**src/rtl/pc_fetch_unit_pkg.sv**
```systemverilog
// Shared RISC-V fetch constants: reset PC, NOP encoding, redirect priority.
// Also carries the fetch FSM state type used by pc_fetch_unit.
package pc_fetch_unit_pkg;

    localparam logic [31:0] RESET_PC_DEFAULT = 32'h0000_0000;
    localparam logic [31:0] NOP_INSTR        = 32'h0000_0013;

    // Encoding order matches redirect priority, highest first.
    typedef enum logic [1:0] {
        REDIR_TRAP   = 2'd0,
        REDIR_MRET   = 2'd1,
        REDIR_BRANCH = 2'd2,
        REDIR_NONE   = 2'd3
    } redirect_sel_e;

    typedef enum logic {
        ST_BOOT = 1'b0,
        ST_RUN  = 1'b1
    } fetch_state_e;

    function automatic logic is_misaligned(input logic [31:0] addr);
        return addr[1:0] != 2'b00;
    endfunction

endpackage

```
**src/rtl/pc_fetch_unit_pc_next_sel.sv**
```systemverilog
// Combinational next-PC selection: trap > mret > branch > sequential > hold.
// A misaligned redirect target is reported as a fault and the PC holds.
module pc_next_sel
    import pc_fetch_unit_pkg::*;
(
    input  logic [31:0]   pc,
    input  logic          run,
    input  logic          trap_taken,
    input  logic [31:0]   trap_vector,
    input  logic          mret,
    input  logic [31:0]   epc,
    input  logic          branch_taken,
    input  logic [31:0]   branch_target,
    input  logic          stall,
    input  logic          imem_ready,
    output logic [31:0]   next_pc,
    output redirect_sel_e sel,
    output logic          flush,
    output logic          fault
);

    logic [31:0] target;
    logic        advance;

    always_comb begin
        sel    = REDIR_NONE;
        target = pc;
        priority case (1'b1)
            trap_taken: begin
                sel    = REDIR_TRAP;
                target = trap_vector;
            end
            mret: begin
                sel    = REDIR_MRET;
                target = epc;
            end
            branch_taken: begin
                sel    = REDIR_BRANCH;
                target = branch_target;
            end
            default: begin
                sel    = REDIR_NONE;
                target = pc;
            end
        endcase
    end

    assign flush   = sel != REDIR_NONE;
    assign fault   = flush && is_misaligned(target);
    assign advance = !flush && run && imem_ready && !stall;

    always_comb begin
        next_pc = pc;
        if (flush && !fault) begin
            next_pc = target;
        end else if (advance) begin
            next_pc = pc + 32'd4;
        end
    end

endmodule

```
**src/rtl/pc_fetch_unit.sv**
```systemverilog
// Fetch stage: PC register, BOOT/RUN FSM and fetch/decode pipeline register.
// Redirect selection lives in pc_next_sel; flush/fault are same-cycle pulses.
module pc_fetch_unit
    import pc_fetch_unit_pkg::*;
#(
    parameter logic [31:0] RESET_PC = RESET_PC_DEFAULT
) (
    input  logic        clk_in,
    input  logic        rst_in,
    input  logic        branch_taken_in,
    input  logic [31:0] branch_target_in,
    input  logic        trap_taken_in,
    input  logic [31:0] trap_vector_in,
    input  logic        mret_in,
    input  logic [31:0] epc_in,
    input  logic        stall_in,
    input  logic        imem_ready_in,
    input  logic [31:0] imem_data_in,
    output logic        imem_req_out,
    output logic [31:0] imem_addr_out,
    output logic [31:0] pc_id_out,
    output logic [31:0] instr_id_out,
    output logic        instr_valid_out,
    output logic        flush_out,
    output logic        misaligned_fault_out
);

    fetch_state_e  state;
    fetch_state_e  state_next;
    logic [31:0]   pc;
    logic [31:0]   next_pc;
    redirect_sel_e sel;
    logic          flush;
    logic          fault;
    logic          run;

    assign run = state == ST_RUN;

    pc_next_sel u_pc_next_sel (
        .pc            (pc),
        .run           (run),
        .trap_taken    (trap_taken_in),
        .trap_vector   (trap_vector_in),
        .mret          (mret_in),
        .epc           (epc_in),
        .branch_taken  (branch_taken_in),
        .branch_target (branch_target_in),
        .stall         (stall_in),
        .imem_ready    (imem_ready_in),
        .next_pc       (next_pc),
        .sel           (sel),
        .flush         (flush),
        .fault         (fault)
    );

    always_ff @(posedge clk_in) begin
        if (rst_in) begin
            state <= ST_BOOT;
        end else begin
            state <= state_next;
        end
    end

    always_comb begin
        state_next   = state;
        imem_req_out = 1'b0;
        unique case (state)
            ST_BOOT: state_next = ST_RUN;
            ST_RUN: begin
                state_next   = ST_RUN;
                imem_req_out = 1'b1;
            end
            default: state_next = ST_BOOT;
        endcase
    end

    always_ff @(posedge clk_in) begin
        if (rst_in) begin
            pc <= RESET_PC;
        end else begin
            pc <= next_pc;
        end
    end

    // Any flush, including a faulting one, discards the returned word.
    always_ff @(posedge clk_in) begin
        if (rst_in) begin
            pc_id_out       <= 32'h0;
            instr_id_out    <= NOP_INSTR;
            instr_valid_out <= 1'b0;
        end else if (flush) begin
            instr_valid_out <= 1'b0;
        end else if (stall_in) begin
            instr_valid_out <= instr_valid_out;
        end else if (run && imem_ready_in) begin
            pc_id_out       <= pc;
            instr_id_out    <= imem_data_in;
            instr_valid_out <= 1'b1;
        end else begin
            instr_valid_out <= 1'b0;
        end
    end

    assign imem_addr_out        = pc;
    assign flush_out            = flush && !rst_in;
    assign misaligned_fault_out = fault && !rst_in;

    logic unused_sel;
    assign unused_sel = ^sel;

endmodule

```
**config.mk**
```make
export PLATFORM = sky130hd
export DESIGN_NAME = pc_fetch_unit
export DESIGN_NICKNAME = d
export VERILOG_FILES = /design/src/rtl/pc_fetch_unit_pkg.sv /design/src/rtl/pc_fetch_unit_pc_next_sel.sv /design/src/rtl/pc_fetch_unit.sv
export SDC_FILE = /design/constraint.sdc
export NUM_CORES = 1
export LEC_CHECK = 0
export ABC_AREA = 1
export BUFFER_PORTS_ARGS = -buffer_cell sky130_fd_sc_hd__buf_4
export CAP_MARGIN = 20
export CORE_UTILIZATION = 51
export CTS_CLUSTER_DIAMETER = 60
export DETAILED_ROUTE_END_ITERATION = 6
export PLACE_DENSITY = 0.89
export SLEW_MARGIN = 20
export SYNTH_ARGS = -nofsm -noshare
export SYNTH_HDL_FRONTEND = slang
export SYNTH_SLANG_ARGS = --single-unit
```
**constraint.sdc**
```tcl
create_clock -name clk_in -period 4.7 [get_ports clk_in]
set_input_delay 0.235 -clock clk_in [delete_from_list [all_inputs] [get_ports clk_in]]
set_output_delay 0.235 -clock clk_in [all_outputs]
set_load 0.01 [all_outputs]
```
==> flow_summary_export.csv <==
group,metric,value,unit
sta,period_minus_slack,2.70,ns
synth,netlist_instances,796,
critical_path,cp-start-kind,"input port",
critical_path,crit_path_end_kind,"flop",
synth,synth.most_common_cell,"nand2_1",
layout,drive_above_1_share,26.7,%
clock_network,cts_buffers,9,
grt,grt_max_degree,76,
synth,synthDominantCellAreaShare,38.5,%
synth,synth_async_sr_flop_share,0,%
critical_path,worstPathMaxFanout,75,
layout,finalCoreUtilization,71.9,%
sta,slew_viol_final,0,
clock_network,clockBufferDepth,2,
layout,n_fill_cell,864,
synth,synth_edf_count,0,
routing,drt_iter0_markers,447,
synth,yosysSeqAreaShare,38.5,%
clock_network,path_clk_slew,0.09,ns
critical_path,reg2reg_depth,7,
synth,synth-main-ff-cell,"dfxtp_1",
clock_network,cts_resized,0,
die,dieArea,10400,sq um
die,fp.dieH,102,um
critical_path,cp_num_buf_inv,5,
critical_path,cp.depth,9,
pwr,ir_worst_vdd,161,uV
grt,overflow,0,
synth,synth_area,5090,sq um
layout,synthToLayoutAreaGrowth,37.3,%
routing,routed_via_density,5.42,
layout,design_area,6990,sq um
synth,yosysWarningCount,0,
routing,avgRoutedWirePerCell,14.4,um
clock_network,cts.sinks,98,
job,cap_violations,0,
layout,fin_nets,1134,
outcome,status,"finished, final reports clean",
routing,drc,0,
grt,grt_pass1_vias,5550,
critical_path,r2r_start,"run$_DFF_P_",
clock_network,cts_tree,"built",
routing,wirelength,16300,um
layout,diodes,0,
clock_network,clk_latency,0.36,ns
synth,synth.avg_cell_area,6.40,sq um
routing,vias,6162,
clock_network,cts_setup_buffers,0,
layout,multi_input_area,2740,sq um
worst_hold_path,min_path_type,"input port to flop",
critical_path,cp_top_family,"buffers and inverters",
die,fp-row-count,36,
worst_hold_path,hold_start,"imem_data_in[4]",
synth,ys_ff_latch,98,
critical_path,cp_slowest_cell,"clkinv_2",
synth,synth_nets,932,
critical_path,worstPathRequired,4.96,ns
placement,place_area,6820,sq um
sta,setup_violations,0,
routing,first_pass_iters,5,
sta,hold_viol,0,
die,ios,235,
worst_hold_path,hold_depth,3,
routing,detail-route-antenna-nets,0,
grt,grt_usage,30.8,%
critical_path,cp_data_arrival_time,2.96,ns
synth,yosysUniqueCellTypes,33,
clock_network,cts-root-buf,"clkbuf_8",
grt,grt_pass1_wl,25300,um
placement,gp_congestion,0.957,
clock_network,cts.htree.levels,3,
placement,hpwl,12100,um
layout,regArea,1960,sq um
critical_path,path_cells,"buf_4 -> inv_4 -> nand2_1 -> inv_2 -> nand2_4 -> clkinv_2 -> buf_4 -> nor2_1 -> nor2_1",
sta,grt_setup_unrepaired,"no",
critical_path,startpoint,"trap_taken_in",
synth,synth_common_cells,"172 x nand2_1, 153 x nor2_1, 98 x dfxtp_1",
critical_path,cpPeakStageDelay,0.68,ns
die,core-area,9730,sq um
die,initial_core_util,52.4,%
layout,final_cell_count_no_fill,1136,
pwr,leakagePower,0.00311,uW
pwr,power_density,245,nW/um^2
sta,worstMarginPinSlew,0.895,ns
placement,place.port_buffers,234,
sta,max_freq,370,MHz
die,die_w,102,um
synth,yosysTopAreaCell,"dfxtp_1",
sta,period_share,57.5,%
grt,antenna_found_initial,0,
sta,fin_skew,0.00890,ns
clock_network,hold_buffers,0,
synth,synthTopCellsByArea,"dfxtp_1 39%, nand2_1 13%, nor2_1 11%",
sta,setup_tns,0,ns
critical_path,crit_type,"input port to flop",
sta,relSlewSlack,40.2,%
placement,placedCellCount,1120,
layout make-up:
type | count | share of cell area [%]
Timing Repair Buffer | 238 | 25.5
Tap cell | 133 | 2.38
Multi-Input combinational cell | 608 | 39.2
Inverter | 43 | 2.36
Sequential cell | 98 | 28.1
Clock inverter | 6 | 0.608
Clock buffer | 10 | 1.82
power by group:
part | internal [uW] | switching, uW
Sequential | 858 | 39.1
Combinational | 162 | 170
Clock | 194 | 293
metrics by stage:
| stage | hold WS, ns | power [uW] | setup slack (ns) |
|---|---|---|---|
| floorplan | 0.348 | 1070 | 3.08 |
| global placement | 0.433 | 1240 | 1.82 |
| detailed placement | 0.443 | 1240 | 1.73 |
| CTS | 0.0655 | 1720 | 2.10 |
| global route | 0.0825 | 1800 | 1.75 |
| finish | 0.0769 | 1720 | 2.00 |
routing by layer:
metal  part of all wire, %  GRT usage [%]  wire length [um]
met5                     0              0                 0
met4                   3.4           14.3               549
met3                   9.6           6.84              1570
met2                    49           53.1              7960
met1                    38           36.5              6240
registers in the layout, summed over array words and instances (netlist names):
| signal | count |
|---|---|
| run | 1 |
| pc_id_out | 32 |
| imem_addr_out | 32 |
| instr_valid_out | 1 |
| instr_id_out | 32 |
cells by family after synthesis:
family / share of synthesized area [%]
AND/OR/NAND/NOR: 33.8
flip-flops: 38.5
XOR/XNOR: 0.344
adder cells (fa/ha/maj): 0.246
buffers and inverters: 7.64
AO/OA/AOI/OAI: 19.4
placed cells by master, fill, tap and decap left out, drive strengths merged, types with 2 or more instances in the layout:
cell type,count
or2,3
nand3b,4
o211ai,2
nor3,11
nand4,4
nand2,175
clkinv,5
inv,42
a22oi,3
nand3,62
buf,238
nor2,157
dfxtp,98
clkbuf,10
o21ai,86
a21oi,85
clkinvlp,2
a31oi,10
worst register-to-register path, delay by kind of cell (launching register included):
| kind | cells | cell delay [ns] |
|---|---|---|
| buf+inv | 2 | 1.23 |
| simple gates | 5 | 0.51 |
| flops | 1 | 0.32 |
path summary, 6_finish.rpt:
check	endpoint	slack [ns]
worst max-delay path	instr_id_out[17]$_SDFFE_PP0P_	2.00
worst min register to register	instr_id_out[10]$_SDFFE_PP0P_	0.49
worst max register to register	instr_id_out[17]$_SDFFE_PP0P_	2.54
worst min-delay path	instr_id_out[4]$_SDFFE_PP1P_	0.08
Power figures use the tool's default switching activity.
